$ cat src/rtl/inc_arbiter_2to1_pkg.sv
// Shared types and constants for the 2:1 increment arbiter.
// Read by inc_arbiter_2to1 and rr_arb2.
package inc_arb_pkg;

    typedef enum logic {
        StEmpty,
        StFull
    } state_e;

    typedef logic req_id_t;

    localparam int unsigned StatsCntW = 16;

    // Saturating increment for the optional grant counters.
    function automatic logic [StatsCntW-1:0] sat_inc(input logic [StatsCntW-1:0] v);
        return (v == '1) ? v : v + 1'b1;
    endfunction

endpackage

$ cat src/rtl/inc_arbiter_2to1_if.sv
// Request/response bundle for inc_arbiter_2to1: two operand channels in, one tagged result out.
// slave is the arbiter side, master is the requester/consumer side.
interface inc_arbiter_2to1_if #(
    parameter int unsigned WIDTH = 8
);
    logic             req0_valid;
    logic             req0_ready;
    logic [WIDTH-1:0] req0_data;
    logic             req1_valid;
    logic             req1_ready;
    logic [WIDTH-1:0] req1_data;
    logic             rsp_valid;
    logic             rsp_ready;
    logic [WIDTH-1:0] rsp_data;
    logic             rsp_id;
    logic             rsp_ovf;

    modport slave (
        input  req0_valid, req0_data, req1_valid, req1_data, rsp_ready,
        output req0_ready, req1_ready, rsp_valid, rsp_data, rsp_id, rsp_ovf
    );

    modport master (
        output req0_valid, req0_data, req1_valid, req1_data, rsp_ready,
        input  req0_ready, req1_ready, rsp_valid, rsp_data, rsp_id, rsp_ovf
    );
endinterface

$ cat src/rtl/inc_arbiter_2to1_rr_arb2.sv
// Two-input round-robin grant, purely combinational; the pointer register lives in the parent.
// On contention the requester that was not granted last wins.
module rr_arb2
    import inc_arb_pkg::*;
(
    input  logic       valid0_i,
    input  logic       valid1_i,
    input  req_id_t    last_grant_i,
    input  logic       enable_i,
    output logic [1:0] grant_o
);

    always_comb begin
        grant_o = 2'b00;
        if (enable_i) begin
            unique case ({valid1_i, valid0_i})
                2'b01:   grant_o = 2'b01;
                2'b10:   grant_o = 2'b10;
                2'b11:   grant_o = last_grant_i ? 2'b01 : 2'b10;
                default: grant_o = 2'b00;
            endcase
        end
    end

endmodule

$ cat src/rtl/inc_arbiter_2to1.sv
// Shares one registered (operand + INC) datapath between two requesters, round-robin arbitrated.
// Optional per-requester saturating grant counters when INC_ARB_STATS_EN is defined.
module inc_arbiter_2to1
    import inc_arb_pkg::*;
#(
    parameter int unsigned WIDTH = 8,
    parameter int unsigned INC   = 1
) (
    input  logic                 clk,
    input  logic                 rst_n,
    inc_arbiter_2to1_if.slave    bus
`ifdef INC_ARB_STATS_EN
    ,
    output logic [StatsCntW-1:0] grant_cnt0,
    output logic [StatsCntW-1:0] grant_cnt1
`endif
);

    localparam logic [WIDTH:0] IncExt = (WIDTH+1)'(INC);

    state_e           state_q, state_d;
    req_id_t          last_grant_q, last_grant_d;
    req_id_t          id_q, id_d;
    logic [WIDTH-1:0] data_q, data_d;
    logic             ovf_q, ovf_d;

    logic             can_accept;
    logic [1:0]       grant;
    logic             accept;
    logic [WIDTH-1:0] sel_data;
    logic [WIDTH:0]   sum;

    // Ready is forced low while reset is held, independent of the state register.
    assign can_accept = rst_n && ((state_q == StEmpty) || bus.rsp_ready);

    rr_arb2 u_rr_arb2 (
        .valid0_i     (bus.req0_valid),
        .valid1_i     (bus.req1_valid),
        .last_grant_i (last_grant_q),
        .enable_i     (can_accept),
        .grant_o      (grant)
    );

    assign bus.req0_ready = grant[0];
    assign bus.req1_ready = grant[1];

    assign accept   = (grant[0] && bus.req0_valid) || (grant[1] && bus.req1_valid);
    assign sel_data = grant[1] ? bus.req1_data : bus.req0_data;
    assign sum      = {1'b0, sel_data} + IncExt;

    always_comb begin
        state_d      = state_q;
        last_grant_d = last_grant_q;
        id_d         = id_q;
        data_d       = data_q;
        ovf_d        = ovf_q;
        if (accept) begin
            {ovf_d, data_d} = sum;
            id_d            = grant[1];
            last_grant_d    = grant[1];
            state_d         = StFull;
        end else if ((state_q == StFull) && bus.rsp_ready) begin
            state_d = StEmpty;
        end
    end

    always_ff @(posedge clk or negedge rst_n) begin
        if (!rst_n) begin
            state_q      <= StEmpty;
            last_grant_q <= 1'b1;
            id_q         <= 1'b0;
            data_q       <= '0;
            ovf_q        <= 1'b0;
        end else begin
            state_q      <= state_d;
            last_grant_q <= last_grant_d;
            id_q         <= id_d;
            data_q       <= data_d;
            ovf_q        <= ovf_d;
        end
    end

    assign bus.rsp_valid = (state_q == StFull);
    assign bus.rsp_data  = data_q;
    assign bus.rsp_id    = id_q;
    assign bus.rsp_ovf   = ovf_q;

`ifdef INC_ARB_STATS_EN
    logic [StatsCntW-1:0] stats_cnt0_q, stats_cnt0_d;
    logic [StatsCntW-1:0] stats_cnt1_q, stats_cnt1_d;

    always_comb begin
        stats_cnt0_d = stats_cnt0_q;
        stats_cnt1_d = stats_cnt1_q;
        if (grant[0] && bus.req0_valid) stats_cnt0_d = sat_inc(stats_cnt0_q);
        if (grant[1] && bus.req1_valid) stats_cnt1_d = sat_inc(stats_cnt1_q);
    end

    always_ff @(posedge clk or negedge rst_n) begin
        if (!rst_n) begin
            stats_cnt0_q <= '0;
            stats_cnt1_q <= '0;
        end else begin
            stats_cnt0_q <= stats_cnt0_d;
            stats_cnt1_q <= stats_cnt1_d;
        end
    end

    assign grant_cnt0 = stats_cnt0_q;
    assign grant_cnt1 = stats_cnt1_q;
`endif

endmodule

$ cat src/flat_wrapper.sv
// flat-port wrapper written by rule: the top's interface ports become plain ports
module inc_arbiter_2to1_flat import inc_arb_pkg::*;
#(
    parameter int unsigned WIDTH = 8,
    parameter int unsigned INC   = 1
)
  (clk, rst_n, bus_req0_valid, bus_req0_data, bus_req1_valid, bus_req1_data, bus_rsp_ready, bus_req0_ready, bus_req1_ready, bus_rsp_valid, bus_rsp_data, bus_rsp_id, bus_rsp_ovf);
  inc_arbiter_2to1_if #(.WIDTH(WIDTH)) bus_i ();
  input  logic clk;
  input  logic rst_n;
  input wire logic [$bits(bus_i.req0_valid)-1:0] bus_req0_valid;
  input wire logic [$bits(bus_i.req0_data)-1:0] bus_req0_data;
  input wire logic [$bits(bus_i.req1_valid)-1:0] bus_req1_valid;
  input wire logic [$bits(bus_i.req1_data)-1:0] bus_req1_data;
  input wire logic [$bits(bus_i.rsp_ready)-1:0] bus_rsp_ready;
  output wire logic [$bits(bus_i.req0_ready)-1:0] bus_req0_ready;
  output wire logic [$bits(bus_i.req1_ready)-1:0] bus_req1_ready;
  output wire logic [$bits(bus_i.rsp_valid)-1:0] bus_rsp_valid;
  output wire logic [$bits(bus_i.rsp_data)-1:0] bus_rsp_data;
  output wire logic [$bits(bus_i.rsp_id)-1:0] bus_rsp_id;
  output wire logic [$bits(bus_i.rsp_ovf)-1:0] bus_rsp_ovf;
  assign bus_i.req0_valid = bus_req0_valid;
  assign bus_i.req0_data = bus_req0_data;
  assign bus_i.req1_valid = bus_req1_valid;
  assign bus_i.req1_data = bus_req1_data;
  assign bus_i.rsp_ready = bus_rsp_ready;
  assign bus_req0_ready = bus_i.req0_ready;
  assign bus_req1_ready = bus_i.req1_ready;
  assign bus_rsp_valid = bus_i.rsp_valid;
  assign bus_rsp_data = bus_i.rsp_data;
  assign bus_rsp_id = bus_i.rsp_id;
  assign bus_rsp_ovf = bus_i.rsp_ovf;
  inc_arbiter_2to1 #(.WIDTH(WIDTH), .INC(INC)) u_core (.clk(clk), .rst_n(rst_n), .bus(bus_i));
endmodule
$ cat config.mk
export PLATFORM = sky130hd
export DESIGN_NAME = inc_arbiter_2to1_flat
export DESIGN_NICKNAME = d
export VERILOG_FILES = /design/src/rtl/inc_arbiter_2to1_pkg.sv /design/src/rtl/inc_arbiter_2to1_if.sv /design/src/rtl/inc_arbiter_2to1_rr_arb2.sv /design/src/rtl/inc_arbiter_2to1.sv /design/src/flat_wrapper.sv
export SDC_FILE = /design/constraint.sdc
export NUM_CORES = 1
export LEC_CHECK = 0
export BUFFER_PORTS_ARGS = -buffer_cell sky130_fd_sc_hd__buf_2
export CORE_MARGIN = 4
export CORE_UTILIZATION = 49
export CTS_CLUSTER_DIAMETER = 60
export CTS_CLUSTER_SIZE = 25
export DETAILED_ROUTE_END_ITERATION = 12
export PLACE_DENSITY_LB_ADDON = 0.12
export SYNTH_ARGS = -nofsm -noshare
export SYNTH_HDL_FRONTEND = slang
export SYNTH_SLANG_ARGS = --single-unit
$ cat constraint.sdc
create_clock -name clk -period 3.3 [get_ports clk]
set_input_delay 0.33 -clock clk [delete_from_list [all_inputs] [get_ports clk]]
set_output_delay 0.33 -clock clk [all_outputs]
set_load 0.01 [all_outputs]
==> out/results.txt <==
Fill cells: 141
initial core utilization: 52.1%
post-route cell area: 1000 um2
Worst Path Arrival: 2.71 ns
CTS resizes: 0
type of the worst min-delay path: in -> reg
die height: 48.0 um
per-cell routed wire length: 12.6 um
area of the multi-input gates: 447 um2
worst hold path stage count: 3
largest net degree at the start of global routing: 21
Longest Clk Path Bufs: 2
R2R depth: 8
clk sinks: 12
Required @ worst endpoint: 3.51 ns
drt drc: 0
Core Region: 1510 um2
vias in the first global route: 617
vias: 757
mapped cell area: 785 um2
placed cell area: 956 um2
Synth-to-Final Area Change: 27.8%
Worst-Skew Late Latency: 0.28 ns
WS Path Type: in -> reg
CTS Buf Count: 3
Die W: 48.0 um
Worst setup SP type: primary input
DRT antenna net count: 0
Worst-Margin Slew: 0.338 ns
hpwl dp: 1420 um
WL final: 1760 um
final hold viol count: 0
ranking of synthesized cells by area: dfrtp_1 (35%), nand2_1 (8.6%), xnor2_1 (4.5%), xor2_1 (4.5%), dfstp_2 (3.3%)
top-area cell type share of the netlist area: 35.1%
WHS Endpoint: u_core.bus.rsp_valid$_DFFE_PN0P_
YS warnings: 0
buffers inserted by post-CTS timing repair: 0
Peak VDD IR: 255 uV
fin cells: 140
MaxCap Viol Count: 0
Initial DRC Count: 13
Rel. slew slack: 77.5%
IO Port Bufs: 33
CTS clk-pin slew, worst paths: 0.08 ns
vias per inst: 5.41
Syn Nets: 110
reg2reg start: u_core.last_grant_q$_DFFE_PN1P_
FF-to-FF setup slack: 1.17 ns
CP Capture Type: flop
cells after synthesis: 88
layout cells sized above 1: 36.3%
reg2reg end: u_core.bus.rsp_ovf$_DFFE_PN0P_
final setup TNS: 0 ns
htree depth: 1
outcome: finished, final reports clean
sequential area share after synthesis: 38.4%
CTS Root Cell: clkbuf_4
Slew Limit Fails: 0
diodes inserted: 0
Cells after DPL: 135
pwr/cell area: 449 nW/um2
Reg area: 302 um2
fin crit period: 2.49 ns
first-pass GRT wire length: 2680 um
post-synthesis register bit count: 12
drt pass-1 iters: 4
Hold WS: 0.343 ns
Final GP Congestion: 0.846
final-stage net count: 147
RSZ-0062 raised after global routing: no
Tot GR Track Use: 17.1%
Final period util: 75.6%
GRT overflow: 0
antenna violations before repair: 0
mean post-synth cell area: 8.91 um2
largest fanout on the critical path: 15
Leak: 0.000511 uW
CTS tree: done
cell type with the largest total area after synthesis: dfrtp_1
Synth cell types: 32
hold_sp: bus_rsp_ready
Top-Level Pins: 34
die area: 2300 um2
Core Rows: 14
Final setup violation count: 0
Clock Skew: 0.00191 ns
fmax: 0.401 GHz
worst max-delay path, stage by stage:
cell and delay, ns:
dlygate4sd3_1 0.52, buf_2 0.32, nand4_4 0.29, mux2_2 0.32, ha_1 0.21, nand3_1 0.17
nor3_1 0.18, nor2_1 0.06, a22o_1 0.19, o21ai_2 0.11
kinds of logic after synthesis:
group | synth area share (%)
AND/OR/NAND/NOR | 24.7
AO/OA/AOI/OAI | 16.1
flip-flops | 38.4
XOR/XNOR | 8.93
buffers and inverters | 4.62
multiplexers | 5.58
adder cells (fa/ha/maj) | 1.59
sequential cells by signal, indices dropped and copies added (netlist names):
register and count:
u_core.bus.rsp_data 8, u_core.bus.rsp_id 1, u_core.bus.rsp_ovf 1, u_core.bus.rsp_valid 1
u_core.last_grant_q 1
power breakdown:
part / total (uW) / internal, uW / switching (uW)
Clock: 120 / 67.2 / 52.6
Sequential: 192 / 177 / 14.3
Combinational: 138 / 62.4 / 75.9
stage by stage:
stage	total power [uW]	setup WS [ns]	utilization (%)
finish	450	0.805	66.5
global route	482	0.543	66.5
CTS	459	0.782	66.5
detailed placement	335	1.02	63.5
global placement	331	1.11	63.5
floorplan	274	1.29	-
final cells by class:
cell class,instances,area share [%]
Sequential cell,12,30.1
Clock buffer,4,3.62
Inverter,4,1.50
Timing Repair Buffer,35,18.2
Tap cell,16,2.00
Multi-Input combinational cell,69,44.6
routing by layer:
metal / share of wire [%] / vias to the layer above / track usage [%]
met5: 0 / - / 0
met4: 2.0 / 0 / 9.68
met3: 7.1 / 5 / 3.38
met2: 45 / 27 / 27.2
met1: 46 / 343 / 21.3
li1: - / 382 / -
what timing repair did:
action / in CTS / in global routing
hold buffers: 1 / 0
hold endpoints to repair: 11 / 0
setup endpoints to repair: 0 / 0
Yosys cell counts:
cell type,n
xnor2_1,4
nand2_1,18
inv_1,4
a22o_1,1
a21o_1,1
dfrtp_1,11
o211ai_1,1
xor2_1,4
nand4_4,1
o31a_1,1
a21oi_1,2
buf_6,1
o21ai_0,4
nor3_1,3
and3_1,2
nand3_1,5
o21ai_1,3
o21ai_2,1
dfstp_2,1
a221oi_1,1
nand3_2,1
nand2b_4,1
mux2_1,1
a222oi_1,1
ha_1,1
mux2_2,2
nor2_1,6
buf_2,2
mux2i_1,1
o2111a_1,1
nand4_1,1
a221o_1,1
cell usage in the layout (no fill, tap or decap), types with 2 or more instances in the layout:
master and n:
o21ai_1 3, mux2_2 2, xor2_1 4, nor2_1 6
inv_1 4, buf_2 33, dfrtp_1 11, nand2_1 18
clkbuf_4 3, nor3_1 3, nand3_1 5, xnor2_1 4
a21oi_1 2, and3_1 2, o21ai_0 4
worst max path at each step:
stage,startpoint,to,slack (ns),depth (start not counted)
5_1_grt,rst_n,u_core.bus.rsp_data[6]$_DFFE_PN0P_,0.54,10
3_3_place_gp,rst_n,u_core.bus.rsp_data[6]$_DFFE_PN0P_,1.11,9
6_report,rst_n,u_core.bus.rsp_data[6]$_DFFE_PN0P_,0.81,10
4_1_cts,rst_n,u_core.bus.rsp_data[6]$_DFFE_PN0P_,0.78,10
2_1_floorplan,u_core.last_grant_q$_DFFE_PN1P_,u_core.bus.rsp_ovf$_DFFE_PN0P_,1.29,9
3_5_place_dp,rst_n,u_core.bus.rsp_data[6]$_DFFE_PN0P_,1.02,9
No activity file was read; power rests on OpenSTA's default activity.
